[src/rtl/adc_capture_ctrl.sv]
// Write-side sequencer for the ADC sample FIFO: arm, wait for a trigger edge,
// then write a programmed number of (optionally decimated) samples.
module adc_capture_ctrl #(
    parameter int DATA_W = 14,
    parameter int LEN_W  = 16,
    parameter int DEC_W  = 4
) (
    input  logic              clk_a,
    input  logic              rst,
    input  logic              arm,
    input  logic              abort,
    input  logic              trig,
    input  logic [LEN_W-1:0]  frame_len,
    input  logic [DEC_W-1:0]  decim,
    input  logic [DATA_W-1:0] adc_data,
    input  logic              adc_valid,
    input  logic              fifo_full,
    output logic              fifo_wr_en,
    output logic [DATA_W-1:0] fifo_wr_data,
    output logic              busy,
    output logic              done,
    output logic [15:0]       drop_cnt,
    output logic [1:0]        state
);

    typedef enum logic [1:0] {
        IDLE    = 2'd0,
        ARMED   = 2'd1,
        CAPTURE = 2'd2
    } state_t;

    state_t             state_q, state_d;
    logic               trig_d;
    logic [LEN_W-1:0]   len_q;
    logic [DEC_W-1:0]   decim_q;
    logic [LEN_W-1:0]   sample_cnt;
    logic [DEC_W-1:0]   dec_cnt;

    logic               load, start, accept, drop, finish, advance;
    logic               eligible;
    logic [LEN_W-1:0]   cnt_inc;

    assign eligible = (dec_cnt == '0);
    assign cnt_inc  = sample_cnt + LEN_W'(1);
    assign advance  = (state_q == CAPTURE) && adc_valid && !abort;

    always_comb begin
        // NOTE: every signal gets a default before the branches so no path leaves a latch.
        state_d = state_q;
        load    = 1'b0;
        start   = 1'b0;
        accept  = 1'b0;
        drop    = 1'b0;
        finish  = 1'b0;
        if (abort) begin
            state_d = IDLE;
        end else begin
            case (state_q)
                IDLE: begin
                    if (arm && frame_len != '0) begin
                        load    = 1'b1;
                        state_d = ARMED;
                    end
                end
                ARMED: begin
                    if (trig && !trig_d) begin
                        start   = 1'b1;
                        state_d = CAPTURE;
                    end
                end
                CAPTURE: begin
                    if (adc_valid && eligible) begin
                        if (fifo_full) begin
                            drop = 1'b1;
                        end else begin
                            accept = 1'b1;
                            if (cnt_inc == len_q) begin
                                finish  = 1'b1;
                                state_d = IDLE;
                            end
                        end
                    end
                end
                default: state_d = IDLE;
            endcase
        end
    end

    // NOTE: synchronous reset, and all state updates use non-blocking assignments.
    always_ff @(posedge clk_a) begin
        if (rst) begin
            state_q      <= IDLE;
            trig_d       <= 1'b0;
            len_q        <= '0;
            decim_q      <= '0;
            sample_cnt   <= '0;
            dec_cnt      <= '0;
            drop_cnt     <= '0;
            fifo_wr_en   <= 1'b0;
            fifo_wr_data <= '0;
            done         <= 1'b0;
        end else begin
            state_q    <= state_d;
            trig_d     <= trig;
            fifo_wr_en <= accept;
            done       <= finish;
            if (accept) begin
                fifo_wr_data <= adc_data;
                sample_cnt   <= cnt_inc;
            end
            if (load) begin
                len_q    <= frame_len;
                decim_q  <= decim;
                drop_cnt <= '0;
            end else if (drop && drop_cnt != 16'hFFFF) begin
                drop_cnt <= drop_cnt + 16'd1;
            end
            // Decimation phase advances on every valid sample, kept or not.
            if (start) begin
                sample_cnt <= '0;
                dec_cnt    <= '0;
            end else if (advance) begin
                dec_cnt <= (dec_cnt == decim_q) ? '0 : dec_cnt + DEC_W'(1);
            end
        end
    end

    assign state = state_q;
    assign busy  = (state_q != IDLE);

endmodule

[config.mk]
export PLATFORM = sky130hd
export DESIGN_NAME = adc_capture_ctrl
export DESIGN_NICKNAME = d
export VERILOG_FILES = /design/src/rtl/adc_capture_ctrl.sv
export SDC_FILE = /design/constraint.sdc
export NUM_CORES = 1
export LEC_CHECK = 0
export CAP_MARGIN = 0
export CORE_MARGIN = 2
export CORE_UTILIZATION = 30
export CTS_BUF_LIST = sky130_fd_sc_hd__clkbuf_16
export CTS_CLUSTER_DIAMETER = 50
export DETAILED_ROUTE_END_ITERATION = 6
export PLACE_DENSITY_LB_ADDON = 0.25
export SLEW_MARGIN = 20
export SYNTH_ARGS = -nofsm -noshare
export SYNTH_HDL_FRONTEND = slang
export SYNTH_SLANG_ARGS = --single-unit
[constraint.sdc]
create_clock -name clk_a -period 5.7 [get_ports clk_a]
set_input_delay 1.71 -clock clk_a [delete_from_list [all_inputs] [get_ports clk_a]]
set_output_delay 1.71 -clock clk_a [all_outputs]
set_load 0.03 [all_outputs]
==> results.md, run 1 <==
- Crit Path Category: input port to flop
- Number of global-route vias before repair: 3043
- Worst R2R Start: sample_cnt[0]
- Syn Nets: 466
- Req. time, crit path: 5950 ps
- Top cells by area, synth: dfxtp_1 42%, xnor2_1 7.8%, nor2_1 6.7%, xor2_1 6.3%, mux2i_1 6.1%
- Slew HR: 50.0%
- Critical Path Start: frame_len[0]
- First DRT Iteration DRCs: 115
- Fin crit period: 3900 ps
- Syn avg cell area: 8.59 um2
- RR Endpoint: state[1]
- Netlist Area Pre-Place: 3620 um2
- Synth Instances: 421
- Clk_lat worst skew: 330 ps
- Startpoint types: input port
- # diodes: 0
- WHS: 450 ps
- CTS Sinks: 75
- Total CTS buffers: 9
- Tcrit/Tclk final: 68.4%
- Yosys top cell area share: 41.5%
- Clock skew: 8.16 ps
- Hold path start: fifo_wr_data[12]
- Comb pwr share: 7.1%
- Clock share of power: 47.1%
- Worst Path Max Fanout: 16
- Post-cts sizing count: 0
- Setup ws final: 1800 ps
- DRT antenna net count: 0
- Synth area leader: dfxtp_1
- Io pins: 76
- Final Hold Fails: 0
- Synthesis warning total: 0
- Final setup vio count: 0
- Max Freq: 257 MHz
- Root Driver: clkbuf_16
- DP Area: 4480 um2
- Overall routing resource usage: 14.3%
- Max_cap viols: 0
- # nets final: 534
- Sequential share of power: 45.7%
- Area growth from synthesis to layout: 32.1%
- First-pass GRT wire length: 14.7 mm
- Worst reg-to-reg path cell count: 7
- Final RePlAce weighted congestion: 0.791
- Synth cell types: 49
- Layout cells sized above 1: 6.28%
- H-Tree Depth: 3
- Die Width: 114 um
- Pint: 916 uW
- Place WS: 1300 ps
- Die H: 114 um
- Remaining routing DRC violations: 0
- Drt total wl: 8.82 mm
- R2r setup slk: 3030 ps
- DR vias: 3098
- Wire per inst: 13.8 um
- #FFs+latches synth: 75
- Largest net degree at the start of global routing: 27
- Status: finished, final reports clean
- Core Rows: 40
- Actual slew at the worst max-slew pin: 750 ps
- Max Buffers Root-to-Sink: 2
- DIE AREA: 12900 um2
- PwrDens: 247 nW/um2
- Initial Util: 30.4%
- Critical Path Sink: drop_cnt[12]
- Post-synth ARST share: 0%
- Worst min-delay path category: flop to flop
- Total chip power: 1.18 mW
- Psw: 264 uW
- Peak supply drop: 0.000108 V
- Critical Path Sink Type: flop
- Initial antenna violation count: 0
- Max-slew violation count: 0
- Sw Ratio: 22.4%
- Clock-pin slew on the worst setup and hold paths: 60 ps
- Final setup TNS: 0 ps
- Main flop type after synthesis: dfxtp_1
- Final Cell Area: 4780 um2
- CTS tree: done
- Vias per cell: 4.83
- Global route total overflow: 0
- P_leak: 1.72 nW
- Setup bufs post-CTS: 0
- Unrepaired setup endpoints after global routing: no
- Drt pass-1 iters: 4
- Hpwl dp: 6.44 mm
- Critical Path AT: 4150 ps
- # port buffers: 75
- Hold-fix buffers, CTS: 0
- Post-synthesis sequential area ratio: 41.5%
- Core area: 11900 um2
- Number of flops mapped to enable cells by yosys: 0
-- state kept, by name, indices dropped and copies added, names as in the netlist, 2 cells and up --
register and cells:
drop_cnt 16, decim_q 4, fifo_wr_data 14, len_q 16, dec_cnt 4, state 2, sample_cnt 16
-- cell usage after synthesis (6+ instances only) --
library cell	count
a21oi_1	20
xor2_1	26
nor2_1	65
nor3_1	10
dfxtp_1	75
clkbuf_1	16
nand2_1	51
nand4_1	9
nand3_1	15
mux2i_1	22
nor4_1	12
and3_1	6
xnor2_1	32
-- placed cells by master (no fill, tap or decap), types with 2 or more instances in the layout --
master	Yosys	final
and3_1	6	6
or3_1	2	2
nor4_1	12	12
clkdlybuf4s50_1	0	75
nand3_2	2	2
nor3_1	10	10
clkbuf_16	0	9
mux2i_1	22	22
nand2_1	51	51
nand3b_1	2	2
nand2b_1	3	3
and2_1	2	2
ha_1	4	4
a21oi_1	20	20
nand4_1	9	9
xor2_1	26	26
inv_1	4	4
xnor2_1	32	32
o31ai_1	2	2
clkinvlp_4	0	2
nor2_1	65	65
nor2b_1	3	3
clkinv_2	0	3
buf_4	0	3
o21ai_0	5	5
a211oi_1	2	2
or2_2	3	3
nand3_1	15	15
a31oi_1	3	3
dfxtp_1	75	75
-- layer usage --
layer  wire length, um  track usage, %
met1              4100            17.9
met2              4210            23.8
met3               407            3.83
met4               101            5.20
met5                 0               0
-- power by group through the flow --
| stage | registers [mW] | logic [mW] | clock network, mW |
|---|---|---|---|
| 2_1_floorplan | 0.550 | 0.0420 | 0 |
| 3_3_place_gp | 0.551 | 0.0838 | 0 |
| 3_5_place_dp | 0.551 | 0.0851 | 0 |
| 4_1_cts | 0.540 | 0.0854 | 0.574 |
| 5_1_grt | 0.540 | 0.0927 | 0.601 |
| 6_report | 0.539 | 0.0843 | 0.556 |
-- stage by stage --
stage	cells	utilization, %
after global placement	625	37.6
final	641	40.1
after detailed placement	625	37.6
after global routing	641	40.1
after CTS	641	40.1
after floorplan	421	-
-- worst max-delay path, cell delays in order --
cell             delay [ps]
clkdlybuf4s50_1         440
nor4_1                  550
nand4_1                 220
nand4_1                 490
nand2b_1                500
a21oi_1                 230
-- layout make-up --
class                           count  area [um2]
Tap cell                          147         184
Inverter                            4        15.0
Clock inverter                      7        68.8
Multi-Input combinational cell    321        2010
Clock buffer                        9         225
Fill cell                        1230        7130
Timing Repair Buffer               78         773
Sequential cell                    75        1500
-- how the worst min path moves through the flow --
stage | end | depth (start not counted)
floorplan | sample_cnt[1] | 2
global placement | fifo_wr_data[5] | 2
detailed placement | fifo_wr_data[12] | 2
CTS | fifo_wr_data[9] | 2
global route | fifo_wr_data[11] | 2
finish | fifo_wr_data[12] | 2
-- cells by family after synthesis --
group,count (synthesis),share of synthesized area (%)
mux,22,6.09
compound gates,40,6.57
xor+xnor,59,14.7
fa+ha+maj,4,1.38
simple gates,196,26.9
buf+inv,25,2.87
flops,75,41.5
No activity file was read; power rests on OpenSTA's default activity.
==> run 2: changes to the inputs <==
- clock period: 5.7 -> 3.5 ns (I/O delays scaled with it)
==> results.md, run 2 (synthesis results as in run 1) <==
- Place WS: 269 ps (was 1300 ps)
- Startpoint types: input port (unchanged)
- Final Hold Fails: 0 (unchanged)
- Layout cells sized above 1: 6.97% (was 6.28%)
- Global route total overflow: 0 (unchanged)
- Status: finished, final reports clean (unchanged)
- Unrepaired setup endpoints after global routing: no (unchanged)
- Clock skew: 6.92 ps (was 8.16 ps)
- Core Rows: 40 (unchanged)
- DR vias: 3150 (was 3098)
- Clock-pin slew on the worst setup and hold paths: 50 ps (was 60 ps)
- Req. time, crit path: 3720 ps (was 5950 ps)
- Crit Path Category: input port to flop (unchanged)
- WHS: 454 ps (was 450 ps)
- Total chip power: 1.81 mW (was 1.18 mW)
- Die Width: 114 um (unchanged)
- Fill cells: 1219 (was 1230)
- # nets final: 545 (was 534)
- Post-cts sizing count: 0 (unchanged)
- PwrDens: 375 nW/um2 (was 247 nW/um2)
- Number of global-route vias before repair: 2972 (was 3043)
- Critical Path AT: 3080 ps (was 4150 ps)
- Placed insts: 636 (was 625)
- Largest net degree at the start of global routing: 20 (was 27)
- DIE AREA: 12900 um2 (unchanged)
- Drt pass-1 iters: 4 (unchanged)
- Initial antenna violation count: 0 (unchanged)
- Top flop regs: drop_cnt x16, len_q x16, sample_cnt x16 (unchanged)
- CTS tree: done (unchanged)
- Initial Util: 30.4% (unchanged)
- Max Buffers Root-to-Sink: 2 (unchanged)
- Io pins: 76 (unchanged)
- First DRT Iteration DRCs: 88 (was 115)
- Vias per cell: 4.85 (was 4.83)
- Worst Path Max Fanout: 7 (was 16)
- Max-slew violation count: 0 (unchanged)
- Critical Path Sink Type: flop (unchanged)
- Final RePlAce weighted congestion: 0.824 (was 0.791)
- Hold-fix buffers, CTS: 0 (unchanged)
- Commonest non-fill, non-tap cells in the layout: 75 x dfxtp_1, 75 x clkdlybuf4s50_1, 65 x nor2_1 (unchanged)
- Final Non-Filler Cells: 649 (was 641)
- Final setup TNS: 0 ps (unchanged)
- Max_cap viols: 0 (unchanged)
- Fin crit period: 2860 ps
- Core area: 11900 um2 (unchanged)
- Area growth from synthesis to layout: 33.3% (was 32.1%)
- Root Driver: clkbuf_16 (unchanged)
- Final setup vio count: 0 (unchanged)
- Setup ws final: 642 ps (was 1800 ps)
- Overall routing resource usage: 14.0% (was 14.3%)
- CTS Sinks: 75 (unchanged)
- Max Freq: 350 MHz
- P_leak: 1.77 nW (was 1.72 nW)
- # diodes: 0 (unchanged)
- Slew HR: 65.1% (was 50.0%)
- Actual slew at the worst max-slew pin: 522 ps (was 750 ps)
- Tcrit/Tclk final: 81.6%
- Total CTS buffers: 9 (unchanged)
- Die H: 114 um (unchanged)
- First-pass GRT wire length: 14.2 mm (was 14.7 mm)
- Remaining routing DRC violations: 0 (unchanged)
- DRT antenna net count: 0 (unchanged)
- Drt total wl: 8.73 mm (was 8.82 mm)
- H-Tree Depth: 3 (unchanged)
- Worst min-delay path category: flop to flop (unchanged)
- Hpwl dp: 6.49 mm (was 6.44 mm)
- Setup bufs post-CTS: 0 (unchanged)
- Wire per inst: 13.4 um (was 13.8 um)
- Clk_lat worst skew: 340 ps (was 330 ps)
- Peak supply drop: 0.000167 V (was 0.000108 V)
- # port buffers: 75 (unchanged)
==> run 2: path summary, 6_finish.rpt <==
kind / startpoint / end / slack (ps) / depth (start not counted)
max: adc_valid / drop_cnt[15] / 640 / 7
min: fifo_wr_data[9] / fifo_wr_data[9] / 450 / 2
max reg2reg: sample_cnt[0] / state[1] / 860 / 7
min reg2reg: fifo_wr_data[9] / fifo_wr_data[9] / 450 / 2
==> run 2: cell type report <==
class / instances / area [um2] / area share [%]
clock inverter: 4 / 15.0 / 0.312
clock buffer: 9 / 225 / 4.67
tap: 147 / 184 / 3.82
inverter: 4 / 15.0 / 0.312
multi-input combinational: 321 / 2010 / 41.7
timing repair buffer: 89 / 868 / 18.0
sequential: 75 / 1500 / 31.2
==> run 2: critical path, stage by stage <==
cell,delay (ps)
clkdlybuf4s50_1,530
nor4bb_1,390
nand3_1,230
a311o_1,420
nor4_1,260
xnor2_1,160
nor2_1,50
==> run 2: routing by layer <==
metal | track usage [%] | wire [um] | part of all wire (%) | up-vias
li1 | - | - | - | 1591
met1 | 16.8 | 3830 | 44 | 1484
met2 | 23.7 | 4360 | 50 | 66
met3 | 3.51 | 400 | 4.6 | 9
met4 | 6.10 | 133 | 1.5 | 0
met5 | 0 | 0 | 0 | -
==> run 2: metrics by stage <==
stage          cell area, um2  utilization, %
2_1_floorplan            3620               -
3_3_place_gp             4580            38.4
3_5_place_dp             4580            38.4
4_1_cts                  4820            40.5
5_1_grt                  4820            40.5
6_report                 4820            40.5
==> run 2: where the power goes <==
group / total (mW) / switching [mW] / internal, mW
logic: 0.143 / 0.0613 / 0.0820
registers: 0.879 / 0.0111 / 0.868
clock network: 0.784 / 0.328 / 0.457
total: 1.81 / 0.400 / 1.41
==> run 3: changes to the inputs <==
- clock period: 3.5 -> 2.9 ns (I/O delays scaled with it)
==> results.md, run 3 (synthesis results as in run 1) <==
- Psw: 510 uW (was 400 uW)
- Multi-input logic area: 2010 um2 (unchanged)
- Max Freq: 391 MHz
- Max incr delay on CP: 570 ps (was 530 ps)
- Hpwl dp: 6.59 mm (was 6.49 mm)
- Clk_lat worst skew: 340 ps (about the same)
- Root Driver: clkbuf_16 (unchanged)
- Sequential share of power: 42.6% (was 48.6%)
- Max_cap viols: 0 (unchanged)
- Post-cts sizing count: 0 (unchanged)
- DRT antenna net count: 0 (unchanged)
- Final setup TNS: 0 ps (unchanged)
- First DRT Iteration DRCs: 103 (was 88)
- Vias per cell: 4.79 (was 4.85)
- Top flop regs: drop_cnt x16, len_q x16, sample_cnt x16 (unchanged)
- FF+latch area: 1500 um2 (unchanged)
- Crit path max-delay family: simple AND/OR/NAND/NOR gates (unchanged)
- Global route total overflow: 0 (unchanged)
- P_leak: 1.85 nW (was 1.77 nW)
- Layout cells sized above 1: 9.53% (was 6.97%)
- Wire per inst: 13.4 um (about the same)
- Pint: 1.98 mW (was 1.41 mW)
- Slew HR: 70.6% (was 65.1%)
- Commonest non-fill, non-tap cells in the layout: 75 x dfxtp_1, 75 x clkdlybuf4s50_1, 65 x nor2_1 (unchanged)
- Tcrit/Tclk final: 88.2%
- Final setup vio count: 0 (unchanged)
- Core area: 11900 um2 (unchanged)
- Die Width: 114 um (unchanged)
- Metal3 WL: 372 um (was 400 um)
- Critical Path AT: 2770 ps (was 3080 ps)
- # diodes: 0 (unchanged)
- Req. time, crit path: 3110 ps (was 3720 ps)
- Critical Path Sink Type: flop (unchanged)
- Unrepaired setup endpoints after global routing: no (unchanged)
- Drt total wl: 8.83 mm (was 8.73 mm)
- Clock share of power: 50.3% (was 43.4%)
- Number of global-route vias before repair: 3123 (was 2972)
- Core Rows: 40 (unchanged)
- Sw Ratio: 20.5% (was 22.1%)
- DR vias: 3164 (was 3150)
- Final Hold Fails: 0 (unchanged)
- Peak supply drop: 0.000295 V (was 0.000167 V)
- Critical Path Start: sample_cnt[0] (was adc_valid)
- Clock-pin slew on the worst setup and hold paths: 60 ps (was 50 ps)
- Max Buffers Root-to-Sink: 2 (unchanged)
- Worst min-delay path category: flop to flop (unchanged)
- Status: finished, final reports clean (unchanged)
- H-Tree Depth: 3 (unchanged)
- Worst R2R Start: sample_cnt[0] (unchanged)
- Comb pwr share: 7.1% (was 7.9%)
- # nets final: 554 (was 545)
- Hold path start: fifo_wr_data[4] (was fifo_wr_data[9])
- Max-slew violation count: 0 (unchanged)
- Drt pass-1 iters: 4 (unchanged)
- Initial antenna violation count: 0 (unchanged)
- CTS Sinks: 75 (unchanged)
- Overall routing resource usage: 14.4% (was 14.0%)
- Wl on met1: 3.97 mm (was 3.83 mm)
- CTS tree: done (unchanged)
- Largest net degree at the start of global routing: 17 (was 20)
- First-pass GRT wire length: 14.7 mm (was 14.2 mm)
- PwrDens: 500 nW/um2 (was 375 nW/um2)
- # port buffers: 75 (unchanged)
- Total CTS buffers: 9 (unchanged)
- DIE AREA: 12900 um2 (unchanged)
- Final RePlAce weighted congestion: 0.833 (was 0.824)
- Area growth from synthesis to layout: 37.7% (was 33.3%)
- Remaining routing DRC violations: 0 (unchanged)
- Worst Path Max Fanout: 7 (unchanged)
- Die H: 114 um (unchanged)
- R2r setup slk: 340 ps (was 860 ps)
- Io pins: 76 (unchanged)
- Crit Path Category: flop to flop (was input port to flop)
- Initial Util: 30.4% (unchanged)
- Fill cells: 1200 (was 1219)
- Fin crit period: 2560 ps
- WHS: 453 ps (was 454 ps)
- Clock skew: 4.93 ps (was 6.92 ps)
- Combined buffer and inverter count along the critical path: 0 (was 1)
- CP Cell Sequence: ha_1, nand3_2, o31ai_1, a31oi_1, or4_1, nor4_1, o21ai_1 (was clkdlybuf4s50_1, nor4bb_1, nand3_1, a311o_1, nor4_1, xnor2_1, nor2_1)
- Met2 WL post-DR: 4.26 mm (was 4.36 mm)
- DR top layer: met4 (unchanged)
- Hold-fix buffers, CTS: 0 (unchanged)
- Startpoint types: flop (was input port)
- Actual slew at the worst max-slew pin: 437 ps (was 522 ps)
- Crit path max-delay cell type: or4_1 (was clkdlybuf4s50_1)
- Setup bufs post-CTS: 0 (unchanged)
==> run 3: changes by cell type in the layout (fill, tap and decap cells not counted) <==
cell       before  now
buf_4          13   22
clkinv_2        0    2
inv_1           7    5
bufinv_16       0    3
==> run 3: power by group through the flow <==
stage	clock network (mW)	registers (mW)	logic, mW
global placement	0	1.08	0.177
CTS	1.28	1.06	0.179
detailed placement	0	1.08	0.178
global route	1.32	1.06	0.193
finish	1.25	1.06	0.177
floorplan	0	1.08	0.0825
==> run 3: layout make-up <==
| cell class | instances | area share, % |
|---|---|---|
| Multi-Input combinational cell | 321 | 40.4 |
| Clock inverter | 7 | 2.16 |
| Clock buffer | 9 | 4.52 |
| Sequential cell | 75 | 30.2 |
| Timing Repair Buffer | 98 | 18.8 |
| Inverter | 4 | 0.302 |
| Tap cell | 147 | 3.69 |
==> run 3: stage by stage <==
step                      std cells  area, um2  worst slack, ps  total power [mW]  util [%]
after floorplan                 421       3620              624              1.16         -
after global placement          645       4650             60.5              1.26      39.0
after detailed placement        645       4650             61.3              1.26      39.0
after CTS                       661       4980              326              2.52      41.8
after global routing            661       4980             78.3              2.58      41.8
final                           661       4980              341              2.49      41.8
==> run 3: worst reg2reg max path: stages (launching register included) <==
cell     delay (ps)
dfxtp_1         430
ha_1            290
nand3_2         220
o31ai_1         310
a31oi_1         130
or4_1           570
nor4_1          390
o21ai_1         100
==> run 3: path summary, 6_finish.rpt <==
kind,to,depth (start not counted)
max reg2reg,state[1],7
min,fifo_wr_data[4],2
min reg2reg,fifo_wr_data[4],2
max,state[1],7
==> run 3: routing by layer <==
| layer | up-vias | track usage (%) |
|---|---|---|
| met5 | - | 0 |
| met4 | 0 | 7.40 |
| met3 | 15 | 3.56 |
| met2 | 67 | 23.6 |
| met1 | 1468 | 17.6 |
| li1 | 1614 | - |
